$ cat src/rtl/axis_arb_pkg.sv
// Shared definitions for the AXIS packet arbiter and its consumers.
package axis_arb_pkg;

   // Arbiter FSM encoding.
   typedef enum logic [0:0] {
      StIdle = 1'b0,
      StBusy = 1'b1
   } arb_state_e;

   localparam int unsigned MAX_SOURCES     = 8;
   localparam int unsigned TIMEOUT_COUNT_W = 16;

   // Index width able to hold 0..n.
   function automatic int unsigned idx_width(input int unsigned n);
      return $clog2(n + 1);
   endfunction

   // Binary index of a one-hot vector (up to MAX_SOURCES bits); 0 when all-zero.
   function automatic logic [3:0] onehot2binary(input logic [MAX_SOURCES-1:0] onehot);
      logic [3:0] bin;
      bin = '0;
      for (int unsigned i = 0; i < MAX_SOURCES; i++) begin
         if (onehot[i]) bin = bin | 4'(i);
      end
      return bin;
   endfunction

endpackage

$ cat src/rtl/rr_priority_pick.sv
// Rotating-priority selector: first set bit of req & mask, searching ptr+1, ptr+2, ...
module rr_priority_pick
   import axis_arb_pkg::*;
#(
   parameter int unsigned NUM_SOURCES = 2,
   localparam int unsigned IDXW = idx_width(NUM_SOURCES)
) (
   input  logic [NUM_SOURCES-1:0] req,
   input  logic [NUM_SOURCES-1:0] mask,
   input  logic [IDXW-1:0]        ptr,
   output logic [NUM_SOURCES-1:0] onehot,
   output logic [IDXW-1:0]        idx,
   output logic                   found
);

   logic [NUM_SOURCES-1:0] cand;
   logic [NUM_SOURCES-1:0] rot;
   logic [IDXW:0]          start;
   int unsigned            pos;

   assign cand  = req & mask;
   // ptr < NUM_SOURCES, so start <= NUM_SOURCES and the doubled vector covers the wrap.
   assign start = {1'b0, ptr} + 1'b1;
   assign rot   = NUM_SOURCES'({cand, cand} >> start);

   // Lowest set bit of the rotated candidates, mapped back to a source index.
   always_comb begin
      found = 1'b0;
      idx   = '0;
      pos   = 0;
      for (int unsigned i = 0; i < NUM_SOURCES; i++) begin
         if (!found && rot[i]) begin
            found = 1'b1;
            pos   = 32'(start) + i;
            if (pos >= NUM_SOURCES) pos = pos - NUM_SOURCES;
            idx   = IDXW'(pos);
         end
      end
   end

   // One-hot form of the selected index.
   always_comb begin
      onehot = '0;
      for (int unsigned i = 0; i < NUM_SOURCES; i++) begin
         onehot[i] = found && (idx == IDXW'(i));
      end
   end

endmodule

$ cat src/rtl/axis_wrr_arbiter.sv
// Packet-boundary weighted round-robin arbiter driving an AXIS mux select.
module axis_wrr_arbiter
   import axis_arb_pkg::*;
#(
   parameter int unsigned NUM_SOURCES     = 2,
   parameter int unsigned WEIGHT_WIDTH    = 4,
   parameter int unsigned TIMEOUT_CNT_MAX = 128,
   localparam int unsigned IDXW = idx_width(NUM_SOURCES)
) (
   input  logic                                clk,
   input  logic                                rst_n,
   input  logic [NUM_SOURCES-1:0]              req,
   input  logic [NUM_SOURCES*WEIGHT_WIDTH-1:0] weights,
   input  logic                                m_valid,
   input  logic                                m_ready,
   input  logic                                m_last,
   output logic [NUM_SOURCES-1:0]              grant,
   output logic                                grant_valid,
   output logic [IDXW-1:0]                     grant_idx,
   output logic                                timeout,
   output logic [IDXW-1:0]                     timeout_src,
   output logic [TIMEOUT_COUNT_W-1:0]          timeout_count
);

   localparam int unsigned TIMER_W = $clog2(TIMEOUT_CNT_MAX);

   if (NUM_SOURCES == 0 || NUM_SOURCES > MAX_SOURCES) begin : g_bad_num_sources
      $error("axis_wrr_arbiter: NUM_SOURCES must be in 1..8");
   end
   if (TIMEOUT_CNT_MAX < 2) begin : g_bad_timeout
      $error("axis_wrr_arbiter: TIMEOUT_CNT_MAX must be at least 2");
   end

   arb_state_e                 state_q, state_d;
   logic [NUM_SOURCES-1:0]     grant_q, grant_d;
   logic [IDXW-1:0]            grant_idx_q, grant_idx_d;
   logic [IDXW-1:0]            cur_q, cur_d;
   logic [IDXW-1:0]            ptr_q, ptr_d;
   logic [WEIGHT_WIDTH-1:0]    credit_q, credit_d;
   logic                       started_q, started_d;
   logic [TIMER_W-1:0]         timer_q, timer_d;
   logic                       timeout_q, timeout_d;
   logic [IDXW-1:0]            timeout_src_q, timeout_src_d;
   logic [TIMEOUT_COUNT_W-1:0] timeout_count_q, timeout_count_d;

   logic                   beat, pkt_done, req_cur;
   logic [NUM_SOURCES-1:0] pick_mask, pick_onehot;
   logic [IDXW-1:0]        pick_idx;
   logic                   pick_found;
   logic [WEIGHT_WIDTH-1:0] pick_credit;
   logic                   take, do_release;
   logic [MAX_SOURCES-1:0] grant_wide;

   assign beat     = m_valid & m_ready;
   assign pkt_done = beat & m_last;
   // In BUSY grant_q is onehot(cur), so this is req[cur].
   assign req_cur  = |(req & grant_q);
   // IDLE searches everyone; BUSY excludes the current owner.
   assign pick_mask = (state_q == StIdle) ? {NUM_SOURCES{1'b1}} : ~grant_q;

   rr_priority_pick #(
      .NUM_SOURCES (NUM_SOURCES)
   ) u_pick (
      .req    (req),
      .mask   (pick_mask),
      .ptr    (ptr_q),
      .onehot (pick_onehot),
      .idx    (pick_idx),
      .found  (pick_found)
   );

   // Turn length for the candidate source; a zero weight still yields one packet.
   always_comb begin
      pick_credit = '0;
      for (int unsigned i = 0; i < NUM_SOURCES; i++) begin
         if (pick_idx == IDXW'(i)) pick_credit = weights[i*WEIGHT_WIDTH +: WEIGHT_WIDTH];
      end
      if (pick_credit == '0) pick_credit = WEIGHT_WIDTH'(1);
   end

   // Next-state logic: grant, credit, mid-packet tracking and starvation timeout.
   always_comb begin
      state_d         = state_q;
      grant_d         = grant_q;
      cur_d           = cur_q;
      ptr_d           = ptr_q;
      credit_d        = credit_q;
      started_d       = started_q;
      timer_d         = timer_q;
      timeout_d       = 1'b0;
      timeout_src_d   = timeout_src_q;
      timeout_count_d = timeout_count_q;
      take            = 1'b0;
      do_release      = 1'b0;

      unique case (state_q)
         StIdle: begin
            if (pick_found) take = 1'b1;
         end
         StBusy: begin
            if (pkt_done) begin
               if (credit_q > WEIGHT_WIDTH'(1)) begin
                  credit_d  = credit_q - WEIGHT_WIDTH'(1);
                  started_d = 1'b0;
                  timer_d   = '0;
               end else begin
                  do_release = 1'b1;
               end
            end else if (beat) begin
               started_d = 1'b1;
               timer_d   = '0;
            end else if (!req_cur && !started_q) begin
               do_release = 1'b1;
            end else if (!req_cur) begin
               if (timer_q == TIMER_W'(TIMEOUT_CNT_MAX - 2)) begin
                  timeout_d     = 1'b1;
                  timeout_src_d = cur_q;
                  if (timeout_count_q != {TIMEOUT_COUNT_W{1'b1}}) begin
                     timeout_count_d = timeout_count_q + 1'b1;
                  end
                  state_d   = StIdle;
                  grant_d   = '0;
                  credit_d  = '0;
                  started_d = 1'b0;
                  timer_d   = '0;
               end else begin
                  timer_d = timer_q + TIMER_W'(1);
               end
            end else begin
               timer_d = '0;
            end
         end
      endcase

      // Release with nobody else waiting parks in IDLE for one cycle.
      if (do_release && !pick_found) begin
         state_d   = StIdle;
         grant_d   = '0;
         started_d = 1'b0;
         timer_d   = '0;
      end

      if (take || (do_release && pick_found)) begin
         state_d   = StBusy;
         grant_d   = pick_onehot;
         cur_d     = pick_idx;
         ptr_d     = pick_idx;
         credit_d  = pick_credit;
         started_d = 1'b0;
         timer_d   = '0;
      end
   end

   // Registered binary index tracks the registered one-hot grant.
   always_comb begin
      grant_wide                  = '0;
      grant_wide[NUM_SOURCES-1:0] = grant_d;
      grant_idx_d                 = IDXW'(onehot2binary(grant_wide));
   end

   // State registers with synchronous active-low reset.
   always_ff @(posedge clk) begin
      if (!rst_n) begin
         state_q         <= StIdle;
         grant_q         <= '0;
         grant_idx_q     <= '0;
         cur_q           <= '0;
         ptr_q           <= IDXW'(NUM_SOURCES - 1);
         credit_q        <= '0;
         started_q       <= 1'b0;
         timer_q         <= '0;
         timeout_q       <= 1'b0;
         timeout_src_q   <= '0;
         timeout_count_q <= '0;
      end else begin
         state_q         <= state_d;
         grant_q         <= grant_d;
         grant_idx_q     <= grant_idx_d;
         cur_q           <= cur_d;
         ptr_q           <= ptr_d;
         credit_q        <= credit_d;
         started_q       <= started_d;
         timer_q         <= timer_d;
         timeout_q       <= timeout_d;
         timeout_src_q   <= timeout_src_d;
         timeout_count_q <= timeout_count_d;
      end
   end

   assign grant         = grant_q;
   assign grant_valid   = |grant_q;
   assign grant_idx     = grant_idx_q;
   assign timeout       = timeout_q;
   assign timeout_src   = timeout_src_q;
   assign timeout_count = timeout_count_q;

endmodule

$ cat config.mk
export PLATFORM = sky130hd
export DESIGN_NAME = axis_wrr_arbiter
export DESIGN_NICKNAME = d
export VERILOG_FILES = /design/src/rtl/axis_arb_pkg.sv /design/src/rtl/rr_priority_pick.sv /design/src/rtl/axis_wrr_arbiter.sv
export SDC_FILE = /design/constraint.sdc
export NUM_CORES = 1
export LEC_CHECK = 0
export CAP_MARGIN = 10
export CORE_ASPECT_RATIO = 1.5
export CORE_UTILIZATION = 41
export CTS_CLUSTER_DIAMETER = 150
export CTS_CLUSTER_SIZE = 8
export DETAILED_ROUTE_END_ITERATION = 10
export GPL_ROUTABILITY_DRIVEN = 0
export PLACE_DENSITY_LB_ADDON = 0.05
export RECOVER_POWER = 25
export SLEW_MARGIN = 20
export SYNTH_ARGS = -nofsm -noshare
export SYNTH_HDL_FRONTEND = slang
export SYNTH_SLANG_ARGS = --single-unit
$ cat constraint.sdc
create_clock -name clk -period 3.5 [get_ports clk]
set_input_delay 0.525 -clock clk [delete_from_list [all_inputs] [get_ports clk]]
set_output_delay 0.525 -clock clk [all_outputs]
set_load 0.01 [all_outputs]
==> flow_summary_export.csv <==
group,metric,value,unit
critical_path,crit_required,3730,ps
timing,worst_slew_pin_slew,703,ps
cts,clkTransAtPathRegs,80,ps
critical_path,cp_data_arrival_time,3000,ps
drt,ant_nets,0,
yosys,ys_seq_area_frac,0.339,
grt,gr-total-overflow,0,
yosys,async_reset_ff_frac,0,
grt,grt_pass1_wl,9220,µm
drt,drcViolationCount,0,
hold_path,holdCritPathClass,"reg2reg",
final_layout,multi_input_area,1340,µm²
pwr,irDropWorstVdd,0.233,mV
yosys,synthFlopType,"dfxtp_1",
yosys,yosysUniqueCellTypes,58,
cts,cts_buffers,5,
timing,setup_tns,0,ps
placement,port_buffers,37,
floorplanning,io_pins,39,
cts,cts.htree.levels,2,
yosys,synth_common_cells,"37 x dfxtp_1, 28 x nor2_1, 22 x nand2_1",
timing,period_minus_slack,2770,ps
pwr,power_density,413,nW/µm²
timing,max_freq,0.361,GHz
critical_path,cp_cell_sequence,"clkdlybuf4s50_1 -> a222oi_1 -> and4_1 -> nand3_1 -> or4_1 -> a21oi_1",
pwr,power_leakage,0.979,nW
grt,gr-usage-all-layers,0.216,
critical_path,cp_max_fo,14,
critical_path,start_kind,"primary input",
cts,insertion_delay,290,ps
final_layout,nFillCells,534,
cts,cts_hold_buf,0,
grt,antenna_found_initial,0,
yosys,synth_top_area_share,0.339,
floorplanning,dieArea,5630,µm²
hold_path,hold_depth,2,
final_layout,regArea,741,µm²
floorplanning,rows,32,
cts,postCtsSetupRepairBufs,0,
final_layout,layoutNonFillerInstCount,378,
drt,first_iter_violations,106,
yosys,yosys.area.top_type,"dfxtp_1",
timing,maxSlewViolCount,0,
job,maxCapViolations,0,
yosys,avgSynthCellArea,8.04,µm²
pwr,power.total,1.12,mW
critical_path,slowest_delay,630,ps
placement,dp_cells,370,
drt,wire_per_inst,14.7,µm
yosys,yosysWarnings,0,
cts,cts_root_buf,"clkbuf_8",
timing,period_share,0.792,
timing,clock_skew,8.40,ps
final_layout,fin_nets,331,
grt,grt_max_degree,26,
floorplanning,start_util,0.427,
final_layout,diodes,0,
timing,setup_viol,0,
yosys,synth_edf_count,0,
final_layout,drive_above_1_share,0.0613,
drt,viasPerCell,5.70,
critical_path,cp_slowest_cell,"or4_1",
yosys,syn-num-nets,294,
floorplanning,core_area,5120,µm²
yosys,synth_seq_cells,37,
cts,clockBufferDepth,2,
yosys,synth_area_leaders,"dfxtp_1 34%, nor2_1 4.8%, a21oi_1 4.4%, ha_1 4.0%, nand2_1 3.8%",
yosys,postSynthCellCount,272,
drt,via_count,2154,
critical_path,crit_path_end_kind,"flip-flop",
placement,hpwl,4190,µm
drt,drt-pass1-iter-count,4,
critical_path,crit_type,"in2reg",
floorplanning,die_w,61.6,µm
cts,cts_sinks,37,
yosys,synth.most_common_cell,"dfxtp_1",
timing,rsz0062_at_grt,"no",
grt,grt_pass1_vias,1971,
timing,slew_headroom,0.529,
critical_path,worstRegToRegCells,5,
timing,hold_viol,0,
drt,wirelength,5570,µm
cts,cts_tree,"built",
yosys,syn_area,2190,µm²
final_layout,area_delta_synth_final,23.7,%
cts,cts_resized,0,
run_status,outcome,"complete, no violations",
floorplanning,floorplan.die.height,91.4,µm
## cells by family (layout without fill, tap and decap cells)
logic type | Yosys count | in the layout | synth area share
adders and majority gates | 7 | 7 | 0.0401
and+or+nand+nor | 114 | 114 | 0.272
xor gates and xnor gates | 7 | 7 | 0.0280
muxes | 2 | 2 | 0.00916
AOI/OAI and AO/OA | 78 | 78 | 0.260
other | 1 | 1 | 0.00172
buffers and inverters | 26 | 64 | 0.0504
DFF | 37 | 37 | 0.339
## per-stage QoR
stage	worst slack (ps)	hold WS (ps)	utilization	instance area, µm²
floorplan	1260	437	-	2190
global placement	500	446	0.511	2620
detailed placement	461	455	0.511	2620
CTS	752	466	0.528	2700
global route	493	499	0.528	2700
finish	729	462	0.528	2700
## worst paths after layout
check / from / end / slack, ps
worst max-delay path: req[0] / timeout_count[11] / 730
worst min-delay path: timeout_src[0] / timeout_src[0] / 460
worst max register to register: state_q / credit_q[1] / 1110
worst min register to register: timeout_src[0] / timeout_src[0] / 460
## where the power goes
group          internal, mW  leakage (nW)  total, mW  switching [mW]
combinational         0.142         0.633      0.322           0.180
sequential            0.448         0.300      0.502          0.0538
clock                 0.138        0.0450      0.292           0.154
## registers in the layout (all words and copies together) (netlist names), 2 cells and up
name,flops
timer_q,7
cur_q,2
credit_q,4
grant,2
timeout_count,16
timeout_src,2
## metal layers
layer,vias to the layer above,wire length (µm),global-route usage,part of all wire
met4,0,89,0.0870,0.016
met2,46,2990,0.363,0.54
li1,1094,-,-,-
met1,1008,2310,0.259,0.41
met3,6,179,0.0427,0.032
met5,-,0,0,0
## cell type report
cell class,instances,share of cell area
multi-input combinational,209,0.494
sequential,37,0.274
timing repair buffer,42,0.151
tap,68,0.0315
clock buffer,6,0.0268
inverter,14,0.0194
clock inverter,2,0.00370
## critical path: cells and delay by family
family	cells	cell delay [ps]
compound gates	2	710
buf+inv	1	470
simple gates	3	1280
## layout by cell type, fill, tap and decap left out, drive strengths merged, types with 3 or more instances in the layout
cell type	n
dfxtp	37
nor2	28
nand2	22
clkdlybuf4s50	22
a21oi	19
dlygate4sd3	15
inv	13
o21ai	12
nand3	10
or3	10
or4	8
nand4	7
ha	7
o31ai	6
nor3	6
xor2	6
clkbuf	6
buf	5
and4	4
nor2b	4
a211oi	4
and2	3
nor4	3
o211ai	3
o41ai	3
a221oi	3
a21boi	3
o22ai	3
clkinv	3
(Power assumes the default switching activity.)
